## config.mk

```make
export PLATFORM = sky130hd
export DESIGN_NAME = imem_load_ctrl
export DESIGN_NICKNAME = d
export VERILOG_FILES = /design/src/rtl/imem_load_ctrl.sv
export SDC_FILE = /design/constraint.sdc
export NUM_CORES = 1
export LEC_CHECK = 0
export CAP_MARGIN = 0
export CORE_ASPECT_RATIO = 1.1
export CORE_MARGIN = 2
export CORE_UTILIZATION = 25
export CTS_BUF_LIST = sky130_fd_sc_hd__clkbuf_4 sky130_fd_sc_hd__clkbuf_8
export CTS_CLUSTER_SIZE = 40
export DETAILED_ROUTE_END_ITERATION = 10
export MAX_ROUTING_LAYER = met4
export SYNTH_ARGS = -nofsm -noshare
export SYNTH_HDL_FRONTEND = slang
export SYNTH_SLANG_ARGS = --single-unit
```

## constraint.sdc

```tcl
create_clock -name clk -period 2.3 [get_ports clk]
set_clock_uncertainty 0.15 [all_clocks]
set_input_delay 0.23 -clock clk [delete_from_list [all_inputs] [get_ports clk]]
set_output_delay 0.23 -clock clk [all_outputs]
set_load 0.02 [all_outputs]
```

## src/rtl/imem_load_ctrl.sv

```systemverilog
// Instruction-memory program loader: streams loader words into IMEM, then flushes and releases the CPU.
// Optional build macro IMEM_LOAD_CHECKSUM_EN adds an ld_csum input and a checksum gate on the load.
module imem_load_ctrl #(
    parameter int DEPTH  = 64,
    parameter int ADDR_W = 6
) (
    input  logic              clk,
    input  logic              rst_n,
    input  logic              ld_start,
    input  logic [ADDR_W:0]   ld_count,
    input  logic              ld_valid,
    input  logic [31:0]       ld_data,
`ifdef IMEM_LOAD_CHECKSUM_EN
    input  logic [31:0]       ld_csum,
`endif
    output logic              ld_ready,
    input  logic              run_req,
    input  logic [ADDR_W-1:0] fetch_addr,
    output logic [ADDR_W-1:0] mem_addr,
    output logic              mem_we,
    output logic [31:0]       mem_wdata,
    output logic              cpu_stall,
    output logic              cpu_rst,
    output logic              busy,
    output logic              err,
    output logic [1:0]        dbg_state
);

    typedef enum logic [1:0] {
        S_IDLE  = 2'd0,
        S_LOAD  = 2'd1,
        S_FLUSH = 2'd2,
        S_RUN   = 2'd3
    } state_t;

    localparam logic [ADDR_W:0] MAX_COUNT = (ADDR_W + 1)'(DEPTH);
    localparam logic [ADDR_W:0] ONE       = (ADDR_W + 1)'(1);

    state_t          state;
    state_t          state_nxt;
    // One bit wider than the address so a DEPTH-word load ends without wrapping to 0.
    logic [ADDR_W:0] counter;
    logic [ADDR_W:0] limit;
    logic            count_ok;
    logic            can_start;
    logic            start_ok;
    logic            start_bad;
    logic            accept;
    logic            last;
    logic            csum_ok;

`ifdef IMEM_LOAD_CHECKSUM_EN
    logic [31:0] csum_acc;
    logic [31:0] csum_exp;
    assign csum_ok = ((csum_acc + ld_data) == csum_exp);
`else
    assign csum_ok = 1'b1;
`endif

    assign count_ok  = (ld_count != '0) && (ld_count <= MAX_COUNT);
    assign can_start = (state == S_IDLE) || (state == S_RUN);
    assign start_ok  = can_start && ld_start && count_ok;
    assign start_bad = can_start && ld_start && !count_ok;
    assign accept    = (state == S_LOAD) && ld_valid;
    assign last      = accept && (counter == limit - ONE);

    always_ff @(posedge clk or negedge rst_n) begin
        if (!rst_n) begin
            state <= S_IDLE;
        end else begin
            state <= state_nxt;
        end
    end

    // ld_start outranks run_req in IDLE; a checksum miss drops back to IDLE.
    always_comb begin
        state_nxt = state;
        case (state)
            S_IDLE: begin
                if (ld_start) begin
                    if (count_ok) state_nxt = S_LOAD;
                end else if (run_req) begin
                    state_nxt = S_FLUSH;
                end
            end
            S_LOAD: begin
                if (last) state_nxt = csum_ok ? S_FLUSH : S_IDLE;
            end
            S_FLUSH: state_nxt = S_RUN;
            S_RUN: begin
                if (start_ok) state_nxt = S_LOAD;
            end
            default: state_nxt = S_IDLE;
        endcase
    end

    always_comb begin
        ld_ready  = 1'b0;
        mem_we    = 1'b0;
        mem_wdata = '0;
        mem_addr  = fetch_addr;
        cpu_stall = 1'b1;
        cpu_rst   = 1'b0;
        busy      = 1'b0;
        case (state)
            S_LOAD: begin
                ld_ready  = 1'b1;
                mem_we    = ld_valid;
                mem_wdata = ld_data;
                mem_addr  = counter[ADDR_W-1:0];
                busy      = 1'b1;
            end
            S_FLUSH: begin
                cpu_rst = 1'b1;
                busy    = 1'b1;
            end
            S_RUN:   cpu_stall = 1'b0;
            default: ;
        endcase
    end

    assign dbg_state = state;

    always_ff @(posedge clk or negedge rst_n) begin
        if (!rst_n) begin
            counter <= '0;
            limit   <= '0;
            err     <= 1'b0;
        end else begin
            err <= start_bad || (last && !csum_ok);
            if (start_ok) begin
                counter <= '0;
                limit   <= ld_count;
            end else if (accept) begin
                counter <= counter + ONE;
            end
        end
    end

`ifdef IMEM_LOAD_CHECKSUM_EN
    always_ff @(posedge clk or negedge rst_n) begin
        if (!rst_n) begin
            csum_acc <= '0;
            csum_exp <= '0;
        end else if (start_ok) begin
            csum_acc <= '0;
            csum_exp <= ld_csum;
        end else if (accept) begin
            csum_acc <= csum_acc + ld_data;
        end
    end
`endif

endmodule

```

==> results of run 1 <==
==> state kept, by name, summed over array words and instances, names as in the netlist <==
register	count
counter	7
err	1
limit	7
dbg_state	2
==> layer usage <==
layer  routed length (µm)  part of all wire (%)  global-route usage [%]  vias up
met1                 1570                    41                    15.3      605
met3                  443                    12                    3.01        5
met5                    0                     0                       -        -
met4                   68                   1.8                    5.45        0
li1                     -                     -                       -      712
met2                 1740                    46                    22.2       70
==> worst max-delay path: stages (launching register included) <==
cell,delay [ns]
dfrtp_1,0.42
inv_1,0.09
ha_1,0.26
xnor2_1,0.17
nor2_1,0.05
o311a_1,0.39
a2111oi_2,0.41
o2bb2ai_1,0.16
==> repair_timing <==
action | in CTS | in global routing
pin swaps | 0 | 0
hold buffers | 0 | 0
endpoints found under the setup margin | 16 | 23
buffers inserted | 0 | 0
resized for setup | 16 | 23
==> Yosys cell counts, drive strengths merged <==
library cell   n
a2111oi        2
a21oi          4
a2bb2oi        1
a31oi          1
and2          33
and3           3
buf            1
clkbuf         5
dfrtp         17
ha             6
inv            8
mux2           6
nand2         20
nand2b         2
nand3          3
nand4          2
nor2          12
nor3           2
nor4           1
o21ai          6
o2bb2ai        1
o311a          1
o31a           1
or3            1
xnor2          6
xor2          11
==> cells in the final DEF, fill, tap and decap left out, types with 2 or more instances in the layout <==
cell             instances
clkdlybuf4s50_1         57
and2_1                  33
dlymetal6s2s_1          22
nand2_1                 20
dfrtp_1                 17
dlygate4sd2_1           16
nor2_1                  12
xor2_1                  10
inv_1                    7
buf_4                    7
xnor2_1                  6
o21ai_1                  5
ha_1                     5
mux2_1                   4
a21oi_1                  4
nand3_1                  3
clkbuf_8                 3
mux2_2                   2
nand2b_1                 2
nor3_1                   2
nand4_1                  2
and3_1                   2
==> through the flow <==
stage	TNS [ns]	cells	worst slack (ns)
after floorplan	0	156	0.0151
after global placement	-0.197	311	-0.104
after detailed placement	-0.282	311	-0.145
after CTS	0	315	0.00516
after global routing	0	315	0.0167
final	0	315	0.124
==> report_power, final <==
group          internal [mW]  leakage, nW  switching [mW]
clock                  0.135       0.0262           0.106
combinational          0.872         1.23           0.893
sequential             0.393        0.221          0.0983
total                   1.40         1.48            1.10
==> kinds of logic (layout without fill, tap and decap cells) <==
| kind of cell | Yosys count | count (layout) | share of synthesized area (%) |
|---|---|---|---|
| fa+ha+maj | 6 | 6 | 5.68 |
| flops | 17 | 17 | 32.2 |
| xor+xnor | 17 | 17 | 11.3 |
| buf+inv | 14 | 115 | 4.07 |
| mux | 6 | 6 | 5.11 |
| compound gates | 17 | 17 | 10.7 |
| simple gates | 79 | 79 | 31.0 |
==> path summary, 6_finish.rpt <==
| path | start | to | slack, ns |
|---|---|---|---|
| setup reg to reg | limit[0] | dbg_state[0] | 0.12 |
| setup / recovery | limit[0] | dbg_state[0] | 0.12 |
| max in group asynchronous | rst_n | limit[2] | 1.42 |
| hold / removal | rst_n | dbg_state[1] | 0.11 |
| hold reg to reg | limit[5] | limit[5] | 0.38 |
| min in group clk | limit[5] | limit[5] | 0.38 |
==> layout make-up <==
class	instances	area, µm²
inverters	8	30.0
clock buffers	4	48.8
fillers	469	2580
well taps	58	72.6
repair buffers	103	1060
multi-input cells	125	852
flip-flops and latches	17	425
==> metrics.txt, run 1 <==
Max VDD drop 0.000463 V; R2R depth 7; Setup crit end kind flip-flop; largest area contributor in the netlist dfrtp_1; die area roughly 6000 µm²; 1st-iter DRT viols 14; period utilisation layout 94.6%; count of maximum capacitance violations 0; average size of a mapped cell between 8 and 9 µm²; Die Width ~73 µm; Final nets about 310; TritonCTS buffer count 3; antenna violations before repair 0; worst min-delay path class in2async; YS warnings 0; Mapped Cells between 150 and 200; routed vias/inst approximately 4.4; Synth Cell Area between 1000 and 1500 µm²; core footprint 5070 µm²; Max Slew Vio Count 0; worst slew pin tran between 0.4 and 0.5 ns; CP required ~2.3 ns; Final Hold Fails 0; post-synthesis cell type count 31; clk buf depth 2; Ports 96; pwr/cell area approximately 1000 nW/µm²; RD Place Congestion 0.756; row count 27; CTS Sinks 17; ant diodes 0; global-route wire length before repair around 6.0 mm; CP max FO 5; Design Power around 2.5 mW; Crit path arrival time about 2.2 ns; TritonRoute pass-1 iters 4; Finish-stage setup viols 0; TritonCTS clock tree yes; maximum clock frequency 460 MHz; Final Cell Area 2490 µm²; root buffer cell clkbuf_8; clock slew at reported path FFs 0.07 ns; H-tree depth 1; Mapped Nets approximately 210; hold_ws approximately 0.11 ns; fraction of layout cells with a size suffix above 1 8.17%; unrepaired setup endpoints after global routing false; Worst Setup Path Type reg2reg; routed wire length per instance roughly 12 µm; Initial Utilization roughly a quarter; crit path launch type flip-flop; Die Height approximately 80 µm; status finished, final reports clean; Synth area leaders dfrtp_1 (32%), and2_1 (16%), xor2_1 (7.3%); Port Buf Inserts 95; placed cell area around 2400 µm²; flip-flop and latch count after synthesis 17; post-layout util 49.1%; WL final ~3.8 mm; Area growth syn-to-layout 88.3%; post-synthesis sequential area ratio about a third; Leakage 1.48 nW; grt total ovfl 0; vias in the first global route 1255; Vias 1392; later-pin clock latency in the skew report around 0.26 ns; post-route ant nets 0; Residual DRC 0; fin crit period between 2 and 2.5 ns; HPWL after DPL ~3.2 mm; GRT Overall Usage 13.3%; top cell type's share of synthesized area between 30% and 40%; largest net degree at the start of global routing 31; Slew HR around 73%
(Power assumes the default switching activity.)
==> inputs of run 2 (changes only) <==
--- a/config.mk
+++ b/config.mk
@@ -8,11 +8,12 @@
 export CAP_MARGIN = 0
 export CORE_ASPECT_RATIO = 1.1
 export CORE_MARGIN = 2
-export CORE_UTILIZATION = 25
+export CORE_UTILIZATION = 36
 export CTS_BUF_LIST = sky130_fd_sc_hd__clkbuf_4 sky130_fd_sc_hd__clkbuf_8
 export CTS_CLUSTER_SIZE = 40
 export DETAILED_ROUTE_END_ITERATION = 10
 export MAX_ROUTING_LAYER = met4
+export PLACE_DENSITY = 0.84
 export SYNTH_ARGS = -nofsm -noshare
 export SYNTH_HDL_FRONTEND = slang
 export SYNTH_SLANG_ARGS = --single-unit
==> metrics.txt, run 2 (synthesized netlist as in run 1, its figures left out) <==
maximum clock frequency 456 MHz (was 460 MHz); Final nets 314 (unchanged); clk buf depth 2 (unchanged); Die Height 67.5 µm (was 80.2 µm); fin crit period 2.19 ns (was 2.18 ns); count of maximum capacitance violations 0 (unchanged); RR Endpoint dbg_state[0] (unchanged); GRT Overall Usage 18.3% (was 13.3%); CP max FO 20 (was 5); global-route wire length before repair 5.76 mm (was 5.95 mm); Ports 96 (unchanged); crit path launch type flip-flop (unchanged); HPWL after DPL 3.22 mm (was 3.16 mm); grt total ovfl 0 (unchanged); Finish-stage setup viols 0 (unchanged); largest net degree at the start of global routing 23 (was 31); commonest non-fill, non-tap cell in the layout clkdlybuf4s50_1 (unchanged); root buffer cell clkbuf_8 (unchanged); status finished, final reports clean (unchanged); CP required 1.92 ns (was 2.33 ns); pwr/cell area 1040 nW/µm² (was 1000 nW/µm²); Final Hold Fails 0 (unchanged); Comb pwr share 72.6% (was 70.7%); 1st-iter DRT viols 24 (was 14); WL final 4.02 mm (was 3.82 mm); worst slew pin tran 0.760 ns (was 0.403 ns); highest-count cells in the layout ignoring fill and taps clkdlybuf4s50_1 (61), and2_1 (33), dlymetal6s2s_1 (28), nand2_1 (20), dfrtp_1 (17) (was clkdlybuf4s50_1 (57), and2_1 (33), dlymetal6s2s_1 (22), nand2_1 (20), dfrtp_1 (17)); R2R depth 7 (unchanged); worst min-delay path class in2async (unchanged); TritonCTS clock tree yes (unchanged); Max Slew Vio Count 0 (unchanged); routed wire length per instance 13.1 µm (was 12.1 µm); Vias 1413 (was 1392); Residual DRC 0 (unchanged); RD Place Congestion 0.877 (was 0.756); Net Switching 1.15 mW (was 1.10 mW); Max VDD drop 0.000866 V (was 0.000463 V); Design Power 2.64 mW (was 2.50 mW); die area 4170 µm² (was 5880 µm²); fraction of layout cells with a size suffix above 1 8.17% (unchanged); H-tree depth 1 (unchanged); CTS Hold Bufs 0 (unchanged); clock share of power 8.8% (was 9.6%); Worst setup endpoint mem_wdata[2] (was dbg_state[0]); clock slew at reported path FFs 0.07 ns (about the same); later-pin clock latency in the skew report 0.25 ns (was 0.26 ns); row count 23 (was 27); core footprint 3570 µm² (was 5070 µm²); CTS Sinks 17 (unchanged); Slew HR 49.2% (was 73.1%); reg2reg setup slack 0.14 ns (was 0.12 ns); Worst R2R Start limit[0] (unchanged); Seq pwr share 18.6% (was 19.7%); ant diodes 0 (unchanged); TritonCTS buffer count 3 (unchanged); Setup crit end kind primary output (was flip-flop); CP startpoint dbg_state[1] (was limit[0]); Port Buf Inserts 95 (unchanged); vias in the first global route 1285 (was 1255); setup TNS 0 ns (unchanged); period utilisation layout 95.4% (was 94.6%); Area growth syn-to-layout 92.4% (was 88.3%); Sw Ratio 43.6% (was 43.9%); Die Width 61.8 µm (was 73.3 µm); Crit path arrival time 1.81 ns (was 2.21 ns); routed vias/inst 4.60 (was 4.42); Initial Utilization 37.0% (was 26.1%); unrepaired setup endpoints after global routing true (was false); Leakage 1.55 nW (was 1.48 nW); post-route ant nets 0 (unchanged); TritonRoute pass-1 iters 4 (unchanged); Worst Setup Path Type reg2out (was reg2reg); antenna violations before repair 0 (unchanged); Int Pwr 1.49 mW (was 1.40 mW)
==> run 2: worst min path at each step <==
stage / endpoint / slack [ns] / depth (start not counted)
floorplan: counter[0] / -0.22 / 0
global placement: limit[5] / 0.37 / 2
detailed placement: limit[5] / 0.36 / 2
CTS: limit[6] / 0.30 / 1
global route: limit[6] / 0.34 / 1
finish: dbg_state[1] / 0.28 / 1
==> run 2: area by class of cell <==
type	instances	area (µm²)
repair buffers	103	1110
flip-flops and latches	17	425
well taps	50	62.6
fillers	285	1030
inverters	8	30.0
multi-input cells	125	865
clock buffers	4	48.8
==> run 2: power groups by stage <==
stage	logic [mW]	clock network, mW	registers [mW]
after global placement	1.86	0	0.494
after CTS	1.89	0.235	0.495
after floorplan	1.07	0	0.511
after global routing	2.07	0.253	0.503
final	1.92	0.232	0.490
after detailed placement	1.91	0	0.500
==> run 2: metrics by stage <==
step           util [%]  instances  instance area (µm²)  setup WS [ns]  hold WS, ns
4_1_cts            68.3        305                 2440        0.00701        0.304
3_5_place_dp       67.1        301                 2400         -0.242        0.364
5_1_grt            71.2        307                 2540       -0.00160        0.342
3_3_place_gp       67.1        301                 2400        -0.0710        0.367
6_report           71.2        307                 2540          0.106        0.279
2_1_floorplan         -        156                 1320         0.0151       -0.216
==> run 2: repair_timing <==
action,4_1_cts,5_1_grt
pin swaps,0,0
setup buffers,0,2
setup endpoints to repair,6,30
gates resized for setup,6,30
hold endpoints to repair,0,0
==> run 2: worst max-delay path: stages, from the launching register on <==
cell and delay, ns:
dfrtp_1 0.38, inv_1 0.08, ha_2 0.24, buf_12 0.15, and2_1 0.12, clkdlybuf4s50_1 0.59
==> run 2: routing by layer <==
| layer | share of wire (%) | wire length [µm] | GRT usage, % | vias to the layer above |
|---|---|---|---|---|
| met5 | 0 | 0 | - | - |
| met4 | 1.0 | 42 | 3.46 | 0 |
| met3 | 8.3 | 334 | 2.68 | 4 |
| met2 | 50 | 2020 | 33.4 | 58 |
| met1 | 40 | 1630 | 21.0 | 642 |
| li1 | - | - | - | 709 |
